===== config.mk =====
export PLATFORM = sky130hd
export DESIGN_NAME = warp_ahb_arbiter
export DESIGN_NICKNAME = d
export VERILOG_FILES = /design/src/rtl/warp_ahb_arbiter_pkg.sv /design/src/rtl/warp_rr_arb2.sv /design/src/rtl/warp_ahb_arbiter.sv
export SDC_FILE = /design/constraint.sdc
export NUM_CORES = 1
export LEC_CHECK = 0
export BUFFER_PORTS_ARGS = -buffer_cell sky130_fd_sc_hd__buf_2
export CAP_MARGIN = 25
export CORE_AREA = 2 2 224 226
export CTS_CLUSTER_DIAMETER = 150
export DETAILED_ROUTE_END_ITERATION = 16
export DIE_AREA = 0 0 226 228
export HOLD_SLACK_MARGIN = 0.03
export PLACE_DENSITY = 0.35
export REMOVE_ABC_BUFFERS = 1
export SYNTH_ARGS = -nofsm -noshare
export SYNTH_HDL_FRONTEND = slang
export SYNTH_SLANG_ARGS = --single-unit
export TNS_END_PERCENT = 50

===== constraint.sdc =====
create_clock -name i_clk -period 3.8 [get_ports i_clk]
set_input_delay 0.57 -clock i_clk [delete_from_list [all_inputs] [get_ports i_clk]]
set_output_delay 0.57 -clock i_clk [all_outputs]
set_load 0.03 [all_outputs]

===== src/rtl/warp_ahb_arbiter_pkg.sv =====
// ============================================================================
// warp_ahb_arbiter_pkg : shared AHB-Lite encodings for the two-port arbiter
// Rev 1.0 - initial release
// ============================================================================
`default_nettype none

package warp_ahb_arbiter_pkg;

    typedef enum logic {
        PORT_FETCH = 1'b0,
        PORT_LSU   = 1'b1
    } port_e;

    localparam logic [1:0] AHB_HTRANS_IDLE   = 2'b00;
    localparam logic [1:0] AHB_HTRANS_NONSEQ = 2'b10;
    localparam logic [2:0] AHB_HBURST_SINGLE = 3'b000;
    localparam logic [3:0] AHB_HPROT_FETCH   = 4'b0010;
    localparam logic [3:0] AHB_HPROT_DATA    = 4'b0011;

    localparam logic [2:0] AHB_HSIZE_BYTE  = 3'b000;
    localparam logic [2:0] AHB_HSIZE_HALF  = 3'b001;
    localparam logic [2:0] AHB_HSIZE_WORD  = 3'b010;
    localparam logic [2:0] AHB_HSIZE_DWORD = 3'b011;

endpackage : warp_ahb_arbiter_pkg

`default_nettype wire


===== src/rtl/warp_rr_arb2.sv =====
// ============================================================================
// warp_rr_arb2 : two-way round-robin grant with a lock that freezes the grant
// Rev 1.0 - initial release
// ============================================================================
`default_nettype none

module warp_rr_arb2
    import warp_ahb_arbiter_pkg::*;
(
    input  logic       i_clk,
    input  logic       i_rst,
    input  logic [1:0] i_valid,
    input  logic       i_lock,
    input  logic       i_accept,
    output logic       o_grant
);

    logic grant_q;
    logic grant_d;
    logic last_grant_q;

    // On a tie or with nobody requesting, the port that did not win last goes next.
    always_comb begin
        grant_d = ~last_grant_q;
        if (i_lock) begin
            grant_d = grant_q;
        end else if (i_valid == 2'b01) begin
            grant_d = PORT_FETCH;
        end else if (i_valid == 2'b10) begin
            grant_d = PORT_LSU;
        end
    end

    assign o_grant = grant_d;

    always_ff @(posedge i_clk) begin
        if (i_rst) begin
            grant_q      <= PORT_FETCH;
            last_grant_q <= PORT_LSU;
        end else begin
            grant_q <= grant_d;
            if (i_accept) begin
                last_grant_q <= grant_d;
            end
        end
    end

endmodule : warp_rr_arb2

`default_nettype wire


===== src/rtl/warp_ahb_arbiter.sv =====
// ============================================================================
// warp_ahb_arbiter : shares one AHB-Lite manager port between fetch and LSU
// Rev 1.0 - initial release
// ============================================================================
`default_nettype none

module warp_ahb_arbiter
    import warp_ahb_arbiter_pkg::*;
#(
    parameter int ADDR_WIDTH = 64,
    parameter int DATA_WIDTH = 64,
    parameter int STRB_WIDTH = DATA_WIDTH / 8
) (
    input  logic                    i_clk,
    input  logic                    i_rst,
    input  logic [1:0]              i_req_valid,
    output logic [1:0]              o_req_ready,
    input  logic [2*ADDR_WIDTH-1:0] i_req_addr,
    input  logic [1:0]              i_req_write,
    input  logic [2*3-1:0]          i_req_size,
    input  logic [2*DATA_WIDTH-1:0] i_req_wdata,
    input  logic [2*STRB_WIDTH-1:0] i_req_wstrb,
    output logic [1:0]              o_rsp_valid,
    output logic [DATA_WIDTH-1:0]   o_rsp_rdata,
    output logic                    o_rsp_err,
    output logic [ADDR_WIDTH-1:0]   o_ahb_haddr,
    output logic [1:0]              o_ahb_htrans,
    output logic [2:0]              o_ahb_hburst,
    output logic [2:0]              o_ahb_hsize,
    output logic [3:0]              o_ahb_hprot,
    output logic                    o_ahb_hwrite,
    output logic [DATA_WIDTH-1:0]   o_ahb_hwdata,
    output logic [STRB_WIDTH-1:0]   o_ahb_hwstrb,
    output logic                    o_ahb_hmastlock,
    input  logic [DATA_WIDTH-1:0]   i_ahb_hrdata,
    input  logic                    i_ahb_hready,
    input  logic                    i_ahb_hresp
);

    logic [ADDR_WIDTH-1:0] w_addr  [2];
    logic [2:0]            w_size  [2];
    logic [DATA_WIDTH-1:0] w_wdata [2];
    logic [STRB_WIDTH-1:0] w_wstrb [2];

    for (genvar k = 0; k < 2; k++) begin : g_port
        assign w_addr[k]  = i_req_addr[k*ADDR_WIDTH +: ADDR_WIDTH];
        assign w_size[k]  = i_req_size[k*3 +: 3];
        assign w_wdata[k] = i_req_wdata[k*DATA_WIDTH +: DATA_WIDTH];
        assign w_wstrb[k] = i_req_wstrb[k*STRB_WIDTH +: STRB_WIDTH];
    end

    logic                  w_grant;
    logic                  w_err_first;
    logic                  w_nonseq;
    logic                  w_accept;
    logic                  lock_q;
    logic                  lock_d;
    logic                  dp_valid_q;
    logic                  dp_owner_q;
    logic [DATA_WIDTH-1:0] hwdata_q;
    logic [STRB_WIDTH-1:0] hwstrb_q;

    warp_rr_arb2 u_rr_arb2 (
        .i_clk    (i_clk),
        .i_rst    (i_rst),
        .i_valid  (i_req_valid),
        .i_lock   (lock_q),
        .i_accept (w_accept),
        .o_grant  (w_grant)
    );

    // First cycle of a two-cycle ERROR response: the address phase is suppressed.
    assign w_err_first = i_ahb_hresp & ~i_ahb_hready;
    assign w_nonseq    = ~i_rst & i_req_valid[w_grant] & ~w_err_first;
    assign w_accept    = w_nonseq & i_ahb_hready;

    assign o_ahb_htrans    = w_nonseq ? AHB_HTRANS_NONSEQ : AHB_HTRANS_IDLE;
    assign o_ahb_haddr     = w_addr[w_grant];
    assign o_ahb_hsize     = w_size[w_grant];
    assign o_ahb_hwrite    = i_req_write[w_grant];
    assign o_ahb_hprot     = (w_grant == PORT_LSU) ? AHB_HPROT_DATA : AHB_HPROT_FETCH;
    assign o_ahb_hburst    = AHB_HBURST_SINGLE;
    assign o_ahb_hmastlock = 1'b0;
    assign o_ahb_hwdata    = hwdata_q;
    assign o_ahb_hwstrb    = hwstrb_q;
    assign o_req_ready     = w_accept ? (2'b01 << w_grant) : 2'b00;

    assign o_rsp_valid = (~i_rst & dp_valid_q & i_ahb_hready) ? (2'b01 << dp_owner_q) : 2'b00;
    assign o_rsp_rdata = i_ahb_hrdata;
    assign o_rsp_err   = i_ahb_hresp;

    // A stalled address phase holds the grant until it is taken or an error cancels it.
    always_comb begin
        lock_d = lock_q;
        if (w_accept || w_err_first) begin
            lock_d = 1'b0;
        end else if (w_nonseq && !i_ahb_hready) begin
            lock_d = 1'b1;
        end
    end

    always_ff @(posedge i_clk) begin
        if (i_rst) begin
            lock_q     <= 1'b0;
            dp_valid_q <= 1'b0;
            dp_owner_q <= 1'b0;
            hwdata_q   <= '0;
            hwstrb_q   <= '0;
        end else begin
            lock_q <= lock_d;
            if (w_accept) begin
                dp_valid_q <= 1'b1;
                dp_owner_q <= w_grant;
                hwdata_q   <= w_wdata[w_grant];
                hwstrb_q   <= w_wstrb[w_grant];
            end else if (i_ahb_hready) begin
                dp_valid_q <= 1'b0;
            end
        end
    end

endmodule : warp_ahb_arbiter

`default_nettype wire


# Yosys cells after proc, flatten, opt, wreduce, memory -nomap -nowiden
# Cells that the tools add are included.
totals:
  reg_bits: 77
  latch_bits: 0
  mem_bits_rw: 0
  rom_bits: 0
  input_bits: 350
  out_inout_bits: 219
  elab_cells: 54
  mem_count: 0
classes:
  add_sub_neg: 0
  multipliers: 0
  div_mod_pow: 0
  order_cmp: 2
  n_eq_ne: 2
  shift: 2
  mux: 25
  bitwise: 11
  reduce_logical: 5
ops:
  columns: ["cell", "count"]
  rows:
  - ["$mux 64", 6]
  - ["$mux 8", 3]
  - ["$mux 1", 10]
  - ["$mux 3", 3]
  - ["$and 1x1->1", 6]
  - ["$mux 2", 3]
  - ["$not 1->1", 4]
  - ["$shl 1x1->2 const A", 2]
  - ["$eq 2x1->1 const B", 1]
  - ["$eq 2x2->1 const B", 1]
  - ["$ge 2x2->1 const B", 1]
  - ["$lt 1x2->1 const B", 1]
  - ["$not 1->2", 1]
  - ["$reduce_bool 2->1", 1]
  - ["$reduce_or 2->1", 1]
  - ["$logic_and 1x1->1", 1]
  - ["$logic_not 1->1", 1]
  - ["$logic_or 1x1->1", 1]

# Longest topological paths before layout
# Gate-level depths: netlist of the first run.
logic_depth:
  depth_word: 11
  ltp_mapped: 7
  mapped_depth_nobuf: 4

# Modules after synthesis
# A second synthesis of the first run with hierarchy kept.
hier_totals:
  hier_cells: 513
  area_unflattened_um2: 5004.8
by_module_without_submodules:
  columns: ["module", "n_inst", "cells_each", "area_per_inst_um2", "seq_area_each_um2"]
  rows:
  - ["warp_ahb_arbiter", 1, 501, 4902.2, 1501.4]
  - ["warp_rr_arb2", 1, 12, 102.6, 40.0]

# Least setup slack after synthesis of the first run
# OpenSTA, ideal clock, no wires.
synth_timing:
  kind: "input to output"
  start: "in i_req_valid[1]"
  end: "out o_ahb_haddr[0]"
  arrival_time_ps: 1698
  t_required_ps: 3230
  path_slack_ps: 1532
  path_stages: 4
  n_path_buf: 1
  cell_sequence: "a21boi_1 > o31ai_4 > buf_2 > mux2_2"
synth_via:
  elab_chain_len: 8
synth_lines:
  columns: ["item", "line_no", "rtl"]
  rows:
  - ["start, declared", "warp_ahb_arbiter.sv:16", "input logic [1:0] i_req_valid,"]
  - ["$eq 2x2->1", "warp_rr_arb2.sv:29", "end else if (i_valid == 2'b10) begin"]
  - ["$mux 1", "warp_rr_arb2.sv:29", null]
  - ["$mux 1 *", "warp_rr_arb2.sv:27", "end else if (i_valid == 2'b01) begin"]
  - ["$mux 1 *", "warp_rr_arb2.sv:25", "if (i_lock) begin"]
  - ["$not 1->2 (implied by the code) *", "warp_ahb_arbiter.sv:78", "assign o_ahb_haddr = w_addr[w_grant];"]
  - ["$mux 64 (implied by the code) * (3 in series)", "warp_ahb_arbiter.sv:78", null]
  - ["end, declared", "warp_ahb_arbiter.sv:26", "output logic [ADDR_WIDTH-1:0] o_ahb_haddr,"]
# Every way passes the cells marked *; elsewhere a longest branch is shown, timed or not. The select of a mux whose other input is x is not followed.

# Final worst setup path of the first run
layout_timing:
  start: "reg lock_q"
  end: "out o_ahb_haddr[23]"
layout_via:
  elab_chain_len: 5
layout_lines:
  columns: ["item", "line_no", "rtl"]
  rows:
  - ["start, declared", "warp_ahb_arbiter.sv:56", "logic lock_q;"]
  - ["start signal, assigned", "warp_ahb_arbiter.sv:110", "lock_q <= lock_d;"]
  - ["$mux 1", "warp_rr_arb2.sv:25", null]
  - ["$not 1->2 (implied by the code)", "warp_ahb_arbiter.sv:78", null]
  - ["$mux 64 (implied by the code) (3 in series)", "warp_ahb_arbiter.sv:78", null]
# No other way between the ends. The select of a mux whose other input is x is not followed.

==> results of run 1 <==
## stage by stage
step / TNS, ns / total power, mW / std cells / util, % / setup slack [ns]
final: 0 / 2.74 / 1454 / 14.4 / 1.05
after global routing: 0 / 2.90 / 1454 / 14.4 / 0.891
after CTS: 0 / 2.83 / 1454 / 14.4 / 0.986
after detailed placement: 0 / 1.86 / 1438 / 13.8 / 1.07
after global placement: 0 / 1.86 / 1438 / 13.8 / 1.08
after floorplan: -104.61 / 1.47 / 328 / - / -1.40
## final cells by class
type                    count  area share (%)
inverters                   1          0.0527
multi-input cells         250            30.6
well taps                 672            11.8
clock buffers              10            3.35
clock inverters             6           0.860
flip-flops and latches     77            21.6
repair buffers            438            31.7
## metal layers
layer / vias to the layer above / part of all wire, %
met5: - / 1.5
met4: 8 / 1.6
met3: 28 / 18
met2: 454 / 43
met1: 2239 / 36
li1: 2189 / -
## registers in the layout (all words and copies together) (netlist names)
name	cells
o_ahb_hwdata	64
o_ahb_hwstrb	8
dp_owner_q	1
dp_valid_q	1
lock_q	1
u_rr_arb2.grant_q	1
u_rr_arb2.last_grant_q	1
## worst max path at each step
stage | to | slack [ns]
floorplan | o_ahb_hwdata[0]$_SDFFE_PP0P_ | -1.40
global placement | o_ahb_haddr[6] | 1.08
detailed placement | o_ahb_haddr[23] | 1.07
CTS | o_ahb_haddr[23] | 0.99
global route | o_ahb_haddr[23] | 0.89
finish | o_ahb_haddr[23] | 1.05
## placed cells by master, fill, tap and decap left out, types with 2 or more instances in the layout
cell / Yosys / final
sky130_fd_sc_hd__nor2b_1: 2 / 2
sky130_fd_sc_hd__buf_2: 14 / 432
sky130_fd_sc_hd__conb_1: 2 / 8
sky130_fd_sc_hd__nand2_1: 2 / 2
sky130_fd_sc_hd__clkinv_2: 0 / 3
sky130_fd_sc_hd__nand2b_1: 2 / 2
sky130_fd_sc_hd__a21oi_1: 2 / 2
sky130_fd_sc_hd__dfxtp_1: 77 / 77
sky130_fd_sc_hd__and2_1: 72 / 72
sky130_fd_sc_hd__a221o_1: 72 / 72
sky130_fd_sc_hd__buf_12: 0 / 4
sky130_fd_sc_hd__mux2_2: 68 / 68
sky130_fd_sc_hd__nor2_4: 0 / 2
sky130_fd_sc_hd__buf_4: 75 / 2
sky130_fd_sc_hd__nor2_1: 10 / 8
sky130_fd_sc_hd__clkbuf_16: 0 / 9
## cell families after synthesis
kind of cell,share of synthesized area (%)
AOI/OAI and AO/OA,18.3
buffers and inverters,16.1
DFF,35.3
muxes,17.7
other,0.172
and+or+nand+nor,12.5
## worst max-delay path: cells and delay by family, from the launching register on
family,cells,cell delay [ns]
flip-flops,1,0.55
buffers and inverters,2,0.53
multiplexers,1,0.42
AND/OR/NAND/NOR,1,0.15
AO/OA/AOI/OAI,1,0.09
## power groups by stage
stage / logic (mW) / clock network (mW) / registers, mW
2_1_floorplan: 0.446 / 0 / 1.03
3_3_place_gp: 0.945 / 0 / 0.919
3_5_place_dp: 0.945 / 0 / 0.919
4_1_cts: 0.947 / 0.978 / 0.902
5_1_grt: 0.987 / 1.00 / 0.910
6_report: 0.930 / 0.911 / 0.902
==> implementation parameters, run 1 <==
Parameter                              Value

Detailed routing
  Initial detailed-routing violation count ... 196
  Vias post-DR ... 4918
  Sum of routed wire length over all layers ... 29600 µm
  Routed length per placed instance ... 20.4 µm
  DRT Pass-1 Iters ... 4
  Number of nets with antenna violations after routing ... 0
  Vias per cell ... 3.38
  # DRC ... 0

Power
  Sw Pwr ... 986 µW
  Reg power frac ... 32.9%
  Cell internal pwr ... 1.76 mW
  Clock group share of total power ... 33.2%
  Net Sw Frac ... 36.0%
  Maximum vdd ir drop ... 225 µV
  Leakage power of the design ... 3.46 nW
  Power density of the placed cells ... 385 mW/mm²
  Portion of total power attributed to combinational logic ... 33.9%

Clock tree
  Deepest level of the CTS H-tree ... 3
  Later-pin clock latency in the skew report ... 0.38 ns
  Cts bufs inserted ... 9
  Post-CTS repair timing setup buffer count ... 0
  Post-CTS Hold Buffers ... 0
  Number of gates resized after cts ... 0
  CTS clock-pin slew for the worst setup and hold paths ... 0.07 ns
  CTS root buf ... sky130_fd_sc_hd__clkbuf_16
  TritonCTS clock tree ... built
  Maximum clock insertion buffer count ... 2
  Sink count of the clock tree ... 77

Worst setup path
  Startpoint-to-endpoint class of the critical path ... reg -> out
  Arrival time of the worst setup path ... 2.18 ns
  Crit-path slowest cell ... sky130_fd_sc_hd__dfxtp_1
  Data required, critical path ... 3.23 ns
  Startpoint class of the critical path ... flop
  FF-to-FF setup slack ... 1.68 ns
  Critical path peak fanout ... 71
  Launch point of the worst reg-to-reg path ... lock_q$_SDFFE_PP0P_
  Start point of the critical path ... lock_q$_SDFFE_PP0P_
  Crit path capture type ... output port
  Critical Path, Cell by Cell ... nand2b_1 -> o31ai_4 -> buf_12 -> mux2_2 -> buf_2
  Reg2reg end ... o_ahb_hwdata[57]$_SDFFE_PP0P_
  Stage delay of the slowest cell on the critical path ... 0.55 ns
  Length in cells of the worst reg-to-reg path ... 6

Global route
  Largest net degree at the start of global routing ... 74
  Number of global-route vias before repair ... 4906
  Total track usage ... 11.1%
  First-pass GRT wire length ... 38200 µm
  Met3 layer usage reported by global route ... 9.83%
  Met1 track demand over resource ... 10.6%
  Remaining Overflow, GRT ... 0
  Antenna violations before repair ... 2
  Met2 Use GR ... 17.0%
  Most congested layer reported by global routing ... met2

Cells and area
  Number of filler instances in the final layout ... 5632
  Final layout net count ... 1127
  Layout Area Growth over Synthesis ... 62.9%
  Layout cells sized above 1 ... 67.3%
  Storage cell area ... 0.00154 mm²
  Final antenna diode count ... 0
  Area used by multi-input combinational logic ... 0.00218 mm²
  Final non-filler cell area ... 0.00713 mm²

Floorplan
  Full die area ... 0.0515 mm²
  Horiz. Die Dim ... 226 µm
  FP Rows ... 82
  Top-level port count ... 569
  Chip height ... 228 µm
  Initial Utilization ... 8.86%
  Floorplan core area ... 0.0493 mm²

Min path
  Worst Hold Launch ... i_req_wdata[103]
  Worst min path class ... in -> reg
  Instance count along the most critical hold path ... 2
  End of the worst hold path ... o_ahb_hwdata[39]$_SDFFE_PP0P_

Placed design
  Buffers added on ports ... 432
  Final weighted congestion in routability-driven placement ... 0.718
  Half-perimeter wire length after detailed placement ... 24700 µm
  Dpl cell area ... 0.00683 mm²

Timing
  Number of failing hold endpoints at the final stage ... 0
  Pin slew with the least headroom to its limit ... 0.612 ns
  Final Skew ... 0.0155 ns
  Worst hold slack ... 0.415 ns
  Worst relative slew slack ... 58.2%
  Unrepaired setup endpoints after global routing ... no
  Count of final setup violators ... 0
  Crit path time final ... 2.75 ns
  Max Slew Vio Count ... 0
  Max Fclk ... 0.363 GHz
  Fin crit share ... 72.4%

Yosys
  Sequential area share after synthesis ... 35.3%
  Dominant register cell in the synthesized netlist ... sky130_fd_sc_hd__dfxtp_1
  Async SR Flop Fraction ... 0%
  Post-synthesis instance area ... 0.00437 mm²
  Top-area cell type share of the netlist area ... 35.3%
  Synth Warn # ... 0
  Unique cell type count in the Yosys netlist ... 26
  Post-synth EDFFs ... 0
  Most area-hungry cell type in the Yosys netlist ... sky130_fd_sc_hd__dfxtp_1
  Number of instances in the synthesized netlist ... 429
  Mean Syn Cell Area ... 10.2 µm²
  Most instantiated library cell after synthesis ... sky130_fd_sc_hd__dfxtp_1
  Most numerous cell types in the synthesized netlist ... sky130_fd_sc_hd__dfxtp_1 (77), sky130_fd_sc_hd__buf_4 (75), sky130_fd_sc_hd__a221o_1 (72), sky130_fd_sc_hd__and2_1 (72), sky130_fd_sc_hd__mux2_2 (68)
  Synth area leaders ... sky130_fd_sc_hd__dfxtp_1 (35%), sky130_fd_sc_hd__mux2_2 (18%), sky130_fd_sc_hd__a221o_1 (16%)
  Number of flip-flops and latches in the synthesized netlist ... 77

Run
  Number of violations of the max-capacitance limit ... 0

Status
  Result of the run ... finished clean
(Power assumes the default switching activity.)
==> run 2: changes to the inputs <==
--- a/config.mk
+++ b/config.mk
@@ -5,14 +5,15 @@
 export SDC_FILE = /design/constraint.sdc
 export NUM_CORES = 1
 export LEC_CHECK = 0
+export ABC_AREA = 1
 export BUFFER_PORTS_ARGS = -buffer_cell sky130_fd_sc_hd__buf_2
 export CAP_MARGIN = 25
-export CORE_AREA = 2 2 224 226
+export CORE_AREA = 2 2 222 224
 export CTS_CLUSTER_DIAMETER = 150
 export DETAILED_ROUTE_END_ITERATION = 16
-export DIE_AREA = 0 0 226 228
+export DIE_AREA = 0 0 224 226
 export HOLD_SLACK_MARGIN = 0.03
-export PLACE_DENSITY = 0.35
+export PLACE_DENSITY = 0.38
 export REMOVE_ABC_BUFFERS = 1
 export SYNTH_ARGS = -nofsm -noshare
 export SYNTH_HDL_FRONTEND = slang
==> constraint.sdc (replaced) <==
create_clock -name i_clk -period 2.3 [get_ports i_clk]
set_input_delay 0.345 -clock i_clk [delete_from_list [all_inputs] [get_ports i_clk]]
set_output_delay 0.345 -clock i_clk [all_outputs]
set_load 0.03 [all_outputs]
==> implementation parameters, run 2 <==
Parameter                              Value

Status
  Result of the run ... finished clean

Clock tree
  CTS clock-pin slew for the worst setup and hold paths ... 0.06 ns
  Sink count of the clock tree ... 77
  Cts bufs inserted ... 9
  CTS root buf ... sky130_fd_sc_hd__clkbuf_16
  TritonCTS clock tree ... built
  Maximum clock insertion buffer count ... 2
  Post-CTS Hold Buffers ... 0
  Deepest level of the CTS H-tree ... 3
  Later-pin clock latency in the skew report ... 0.34 ns

Detailed routing
  Routed length per placed instance ... 19.4 µm
  Number of nets with antenna violations after routing ... 0
  Vias post-DR ... 7122
  Vias per cell ... 3.84
  Initial detailed-routing violation count ... 333
  Sum of routed wire length over all layers ... 36000 µm
  DRT Pass-1 Iters ... 5
  # DRC ... 0

Global route
  Total track usage ... 13.1%
  First-pass GRT wire length ... 47300 µm
  Number of global-route vias before repair ... 6744
  Largest net degree at the start of global routing ... 79
  Remaining Overflow, GRT ... 0
  Antenna violations before repair ... 2

Yosys
  Post-synth EDFFs ... 0
  Most numerous cell types in the synthesized netlist ... sky130_fd_sc_hd__nand2_1 (431), sky130_fd_sc_hd__nand3_1 (148), sky130_fd_sc_hd__buf_4 (84)
  XOR/XNOR share of the synthesized area ... 0%
  Most instantiated library cell after synthesis ... sky130_fd_sc_hd__nand2_1
  Simple-gate portion of the synthesized area ... 45.5%
  Synth area leaders ... sky130_fd_sc_hd__nand2_1 (31%), sky130_fd_sc_hd__dfxtp_1 (29%), sky130_fd_sc_hd__nand3_1 (14%)
  Most area-hungry cell type in the Yosys netlist ... sky130_fd_sc_hd__nand2_1
  Number of instances in the synthesized netlist ... 896
  Post-synthesis compound-gate area fraction ... 7.23%
  Combinational family with the most area after synthesis ... simple AND/OR/NAND/NOR gates
  Number of flip-flops and latches in the synthesized netlist ... 77
  Adder-cell share of the synthesized area ... 0%
  Sequential area share after synthesis ... 29.1%
  Top-area cell type share of the netlist area ... 30.6%
  Async SR Flop Fraction ... 0%
  Mean Syn Cell Area ... 5.91 µm²
  Post-synthesis instance area ... 0.00529 mm²
  Unique cell type count in the Yosys netlist ... 16
  Mux share of post-synthesis cell area ... 0%
  Dominant register cell in the synthesized netlist ... sky130_fd_sc_hd__dfxtp_1
  Synth Warn # ... 0

Timing
  Fin Setup TNS ... 0 ns
  Count of final setup violators ... 0
  Fin crit share ... 94.3%
  Number of failing hold endpoints at the final stage ... 0
  Max Fclk ... 0.461 GHz
  Worst relative slew slack ... 62.7%
  Crit path time final ... 2.17 ns
  Final Skew ... 0.00521 ns
  Unrepaired setup endpoints after global routing ... yes
  Pin slew with the least headroom to its limit ... 0.557 ns
  Max Slew Vio Count ... 0

Power
  Maximum vdd ir drop ... 340 µV
  Leakage power of the design ... 4.40 nW
  Tot Pwr ... 5.42 mW
  Power density of the placed cells ... 655 mW/mm²

Cells and area
  Layout cells sized above 1 ... 40.2%
  Largest register FFs ... 64
  Final layout net count ... 1576
  Most frequent standard cell in the layout excluding fill and tap cells ... sky130_fd_sc_hd__nand2_1
  Leading cell types in the layout, fill and taps excluded ... sky130_fd_sc_hd__nand2_1 (419), sky130_fd_sc_hd__buf_2 (413), sky130_fd_sc_hd__nand3_1 (148)
  Layout Area Growth over Synthesis ... 56.3%
  Finished Layout Cells ... 1855
  Number of filler instances in the final layout ... 5669

Worst setup path
  FF-to-FF setup slack ... 0.42 ns
  Startpoint-to-endpoint class of the critical path ... reg -> out
  Critical path peak fanout ... 19
  Data required, critical path ... 1.96 ns
  Start point of the critical path ... lock_q$_SDFFE_PP0P_
  Crit-path slowest cell ... sky130_fd_sc_hd__dfxtp_2
  Launch point of the worst reg-to-reg path ... u_rr_arb2.last_grant_q$_SDFFE_PP1P_
  Length in cells of the worst reg-to-reg path ... 10
  Arrival time of the worst setup path ... 1.82 ns
  Crit path capture type ... output port
  Critical Path, Cell by Cell ... nor2_2 -> nand2_4 -> nand2_8 -> inv_6 -> buf_12 -> buf_4 -> nand2_1 -> nand2_1 -> buf_4
  Startpoint class of the critical path ... flop
  Setup crit end ... o_ahb_haddr[56]
  Reg2reg end ... o_ahb_hwdata[44]$_SDFFE_PP0P_
  Stage delay of the slowest cell on the critical path ... 0.36 ns

Floorplan
  Top-level port count ... 569
  FP Rows ... 81
  Floorplan core area ... 0.0483 mm²
  Initial Utilization ... 10.9%
  Horiz. Die Dim ... 224 µm
  Chip height ... 226 µm
  Full die area ... 0.0506 mm²

Run
  Number of violations of the max-capacitance limit ... 0

Placed design
  Buffers added on ports ... 432
  Final weighted congestion in routability-driven placement ... 0.785
  Half-perimeter wire length after detailed placement ... 28400 µm
  Cell count after placement ... 1830

Min path
  Worst min path class ... in -> reg
[run 2: metal layers]
layer | routed length, µm | global-route usage [%]
met5 | 292 | 4.79
met2 | 16600 | 21.3
met1 | 14100 | 14.7
met4 | 255 | 2.67
met3 | 4790 | 7.39
[run 2: worst min path at each step]
stage / startpoint / endpoint / cells past startpoint
final: i_req_valid[1] / u_rr_arb2.last_grant_q$_SDFFE_PP1P_ / 3
after global routing: i_ahb_hresp / lock_q$_SDFFE_PP0P_ / 4
after CTS: i_req_valid[1] / u_rr_arb2.last_grant_q$_SDFFE_PP1P_ / 3
after detailed placement: o_ahb_hwdata[20]$_SDFFE_PP0P_ / o_ahb_hwdata[20]$_SDFFE_PP0P_ / 2
after global placement: o_ahb_hwdata[53]$_SDFFE_PP0P_ / o_ahb_hwdata[53]$_SDFFE_PP0P_ / 2
after floorplan: i_rst / o_ahb_hwdata[0]$_SDFFE_PP0P_ / 1
[run 2: where the power goes]
part	internal, mW	switching, mW
clock	0.957	0.628
combinational	0.799	1.60
sequential	1.40	0.0355
[run 2: worst max-delay path, delay by kind of cell, from the launching register on]
| family | cells | cell delay, ns |
|---|---|---|
| and+or+nand+nor | 5 | 0.56 |
| DFF | 1 | 0.36 |
| buffers and inverters | 4 | 0.54 |
[run 2: layout make-up]
| cell class | instances | area, µm² | area share, % |
|---|---|---|---|
| multi-input cells | 673 | 2910 | 35.2 |
| diodes | 2 | 5.00 | 0.0605 |
| well taps | 622 | 778 | 9.41 |
| inverters | 7 | 31.3 | 0.378 |
| clock inverters | 7 | 98.8 | 1.19 |
| flip-flops and latches | 77 | 1540 | 18.7 |
| repair buffers | 458 | 2680 | 32.4 |
| clock buffers | 9 | 225 | 2.72 |
[run 2: kinds of logic (layout without fill, tap and decap cells)]
logic type / after synthesis / in the layout
flops: 77 / 77
other cells: 2 / 10
simple gates: 589 / 589
buf+inv: 152 / 481
compound gates: 76 / 76
[run 2: per-stage QoR]
stage               cell area (µm²)  hold slack (ns)  utilization (%)  setup slack (ns)
CTS                            8090            0.286             16.7           -0.0325
detailed placement             7680            0.450             15.9            0.0901
floorplan                      4390            0.414                -             -3.54
finish                         8270            0.317             17.1             0.132
global placement               7680            0.445             15.9            0.0883
global route                   8270            0.316             17.1          -0.00531
[run 2: timing repair]
| action | CTS | global route |
|---|---|---|
| pin swaps | 0 | 1 |
| endpoints found under the setup margin | 16 | 69 |
| buffers inserted | 0 | 3 |
| gates resized for setup | 27 | 16 |
| gates cloned | 0 | 4 |
==> run 3: changes to the inputs <==
--- a/config.mk
+++ b/config.mk
@@ -12,6 +12,7 @@
 export CTS_CLUSTER_DIAMETER = 150
 export DETAILED_ROUTE_END_ITERATION = 16
 export DIE_AREA = 0 0 224 226
+export GPL_TIMING_DRIVEN = 0
 export HOLD_SLACK_MARGIN = 0.03
 export PLACE_DENSITY = 0.38
 export REMOVE_ABC_BUFFERS = 1
==> implementation parameters, run 3 (synthesis results as in run 2) <==
Parameter                              Value

Cells and area
  Largest register FFs ... 64
  Leading cell types in the layout, fill and taps excluded ... sky130_fd_sc_hd__nand2_1 (421), sky130_fd_sc_hd__buf_2 (409), sky130_fd_sc_hd__nand3_1 (148)
  Layout Area Growth over Synthesis ... 58.6%
  Number of filler instances in the final layout ... 5643
  Area used by multi-input combinational logic ... 0.00308 mm²
  Most frequent standard cell in the layout excluding fill and tap cells ... sky130_fd_sc_hd__nand2_1
  Storage cell area ... 0.00155 mm²
  Finished Layout Cells ... 1865
  Final Util ... 17.4%
  Final layout net count ... 1585
  Layout cells sized above 1 ... 40.5%
  Final non-filler cell area ... 0.00839 mm²

Floorplan
  Horiz. Die Dim ... 224 µm
  Full die area ... 0.0506 mm²
  Initial Utilization ... 10.9%
  Top-level port count ... 569
  Chip height ... 226 µm
  FP Rows ... 81
  Floorplan core area ... 0.0483 mm²

Timing
  Fin crit share ... 96.1%
  Max Slew Vio Count ... 0
  Count of final setup violators ... 0
  Pin slew with the least headroom to its limit ... 0.584 ns
  Worst relative slew slack ... 61.0%
  Worst Setup Slack, final ... 0.0890 ns
  Fin Setup TNS ... 0 ns
  Worst hold slack ... 0.288 ns
  Unrepaired setup endpoints after global routing ... yes
  Final Skew ... 0.00818 ns
  Number of failing hold endpoints at the final stage ... 0
  Crit path time final ... 2.21 ns
  Max Fclk ... 0.452 GHz

Power
  Tot Pwr ... 5.63 mW
  Leakage power of the design ... 4.44 nW
  Power density of the placed cells ... 671 mW/mm²
  Maximum vdd ir drop ... 252 µV

Clock tree
  Later-pin clock latency in the skew report ... 0.36 ns
  Deepest level of the CTS H-tree ... 3
  TritonCTS clock tree ... built
  Cts bufs inserted ... 9
  Sink count of the clock tree ... 77
  CTS root buf ... sky130_fd_sc_hd__clkbuf_16
  Maximum clock insertion buffer count ... 2
  CTS clock-pin slew for the worst setup and hold paths ... 0.07 ns

Detailed routing
  # DRC ... 0
  Routed length per placed instance ... 21.4 µm
  DRT Pass-1 Iters ... 4
  Initial detailed-routing violation count ... 340
  Vias post-DR ... 7222
  Vias per cell ... 3.87
  Sum of routed wire length over all layers ... 39900 µm
  Number of nets with antenna violations after routing ... 0

Worst setup path
  Crit path capture type ... output port
  Startpoint class of the critical path ... flop
  Arrival time of the worst setup path ... 1.87 ns
  FF-to-FF setup slack ... 0.20 ns
  Startpoint-to-endpoint class of the critical path ... reg -> out
  Data required, critical path ... 1.96 ns
  Critical path peak fanout ... 17

Placed design
  Post-Place Worst Slack ... -1.66 ns
  Cell count after placement ... 1817
  Final weighted congestion in routability-driven placement ... 0.784
  Buffers added on ports ... 432
  Dpl cell area ... 0.00751 mm²
  Half-perimeter wire length after detailed placement ... 26600 µm

Global route
  First-pass GRT wire length ... 51700 µm
  Number of global-route vias before repair ... 6774
  Antenna violations before repair ... 4
  Remaining Overflow, GRT ... 0
  Largest net degree at the start of global routing ... 73
  Total track usage ... 14.7%

Min path
  Worst min path class ... in -> reg

Status
  Result of the run ... finished clean

Run
  Number of violations of the max-capacitance limit ... 0
run 3: cell types whose count changed in the layout (fill, tap and decap cells not counted), sizes merged:
cell      change
bufbuf        +1
nand2        +10
inv           -1
clkinv        -1
buf           -3
diode         +1
clkbuf        +1
bufinv        +1
clkinvlp      +1
run 3: final timing paths:
path,cells past startpoint,to,startpoint
min,4,lock_q$_SDFFE_PP0P_,i_ahb_hresp
min reg2reg,2,o_ahb_hwdata[37]$_SDFFE_PP0P_,o_ahb_hwdata[37]$_SDFFE_PP0P_
max reg2reg,11,o_ahb_hwdata[21]$_SDFFE_PP0P_,u_rr_arb2.last_grant_q$_SDFFE_PP1P_
max,8,o_ahb_haddr[3],u_rr_arb2.last_grant_q$_SDFFE_PP1P_
run 3: critical path, stage by stage, from the launching register on:
cell and delay (ns):
sky130_fd_sc_hd__dfxtp_2 0.37, sky130_fd_sc_hd__nor2_4 0.05, sky130_fd_sc_hd__nor2_4 0.15, sky130_fd_sc_hd__nand2_8 0.10, sky130_fd_sc_hd__nand2_8 0.14, sky130_fd_sc_hd__buf_12 0.17
sky130_fd_sc_hd__nand2_1 0.13, sky130_fd_sc_hd__nand2_1 0.15, sky130_fd_sc_hd__buf_2 0.22
run 3: final cells by class:
class | count | area share (%)
Antenna cell | 3 | 0.0895
Clock buffer | 10 | 2.73
Clock inverter | 6 | 1.33
Inverter | 7 | 0.507
Multi-Input combinational cell | 683 | 36.7
Sequential cell | 77 | 18.4
Tap cell | 622 | 9.27
Timing Repair Buffer | 456 | 30.8
Timing Repair inverter | 1 | 0.104
run 3: where the power goes:
part           switching (mW)  internal, mW  leakage (nW)
registers              0.0353          1.40         0.625
logic                    1.73         0.779          3.65
clock network           0.621          1.06         0.163
run 3: repair_timing:
| action | 4_1_cts | 5_1_grt |
|---|---|---|
| pin swaps | 6 | 2 |
| setup buffers | 15 | 0 |
| gates resized for setup | 40 | 18 |
| hold buffers | 0 | 0 |
| setup endpoints to repair | 149 | 87 |
| gates cloned | 12 | 2 |
run 3: routing by layer:
layer / vias up / part of all wire [%] / global-route usage, %
li1: 3463 / - / -
met1: 3227 / 38 / 16.1
met2: 479 / 46 / 23.7
met3: 43 / 13 / 7.62
met4: 10 / 2.6 / 5.40
met5: - / 0.82 / 5.47
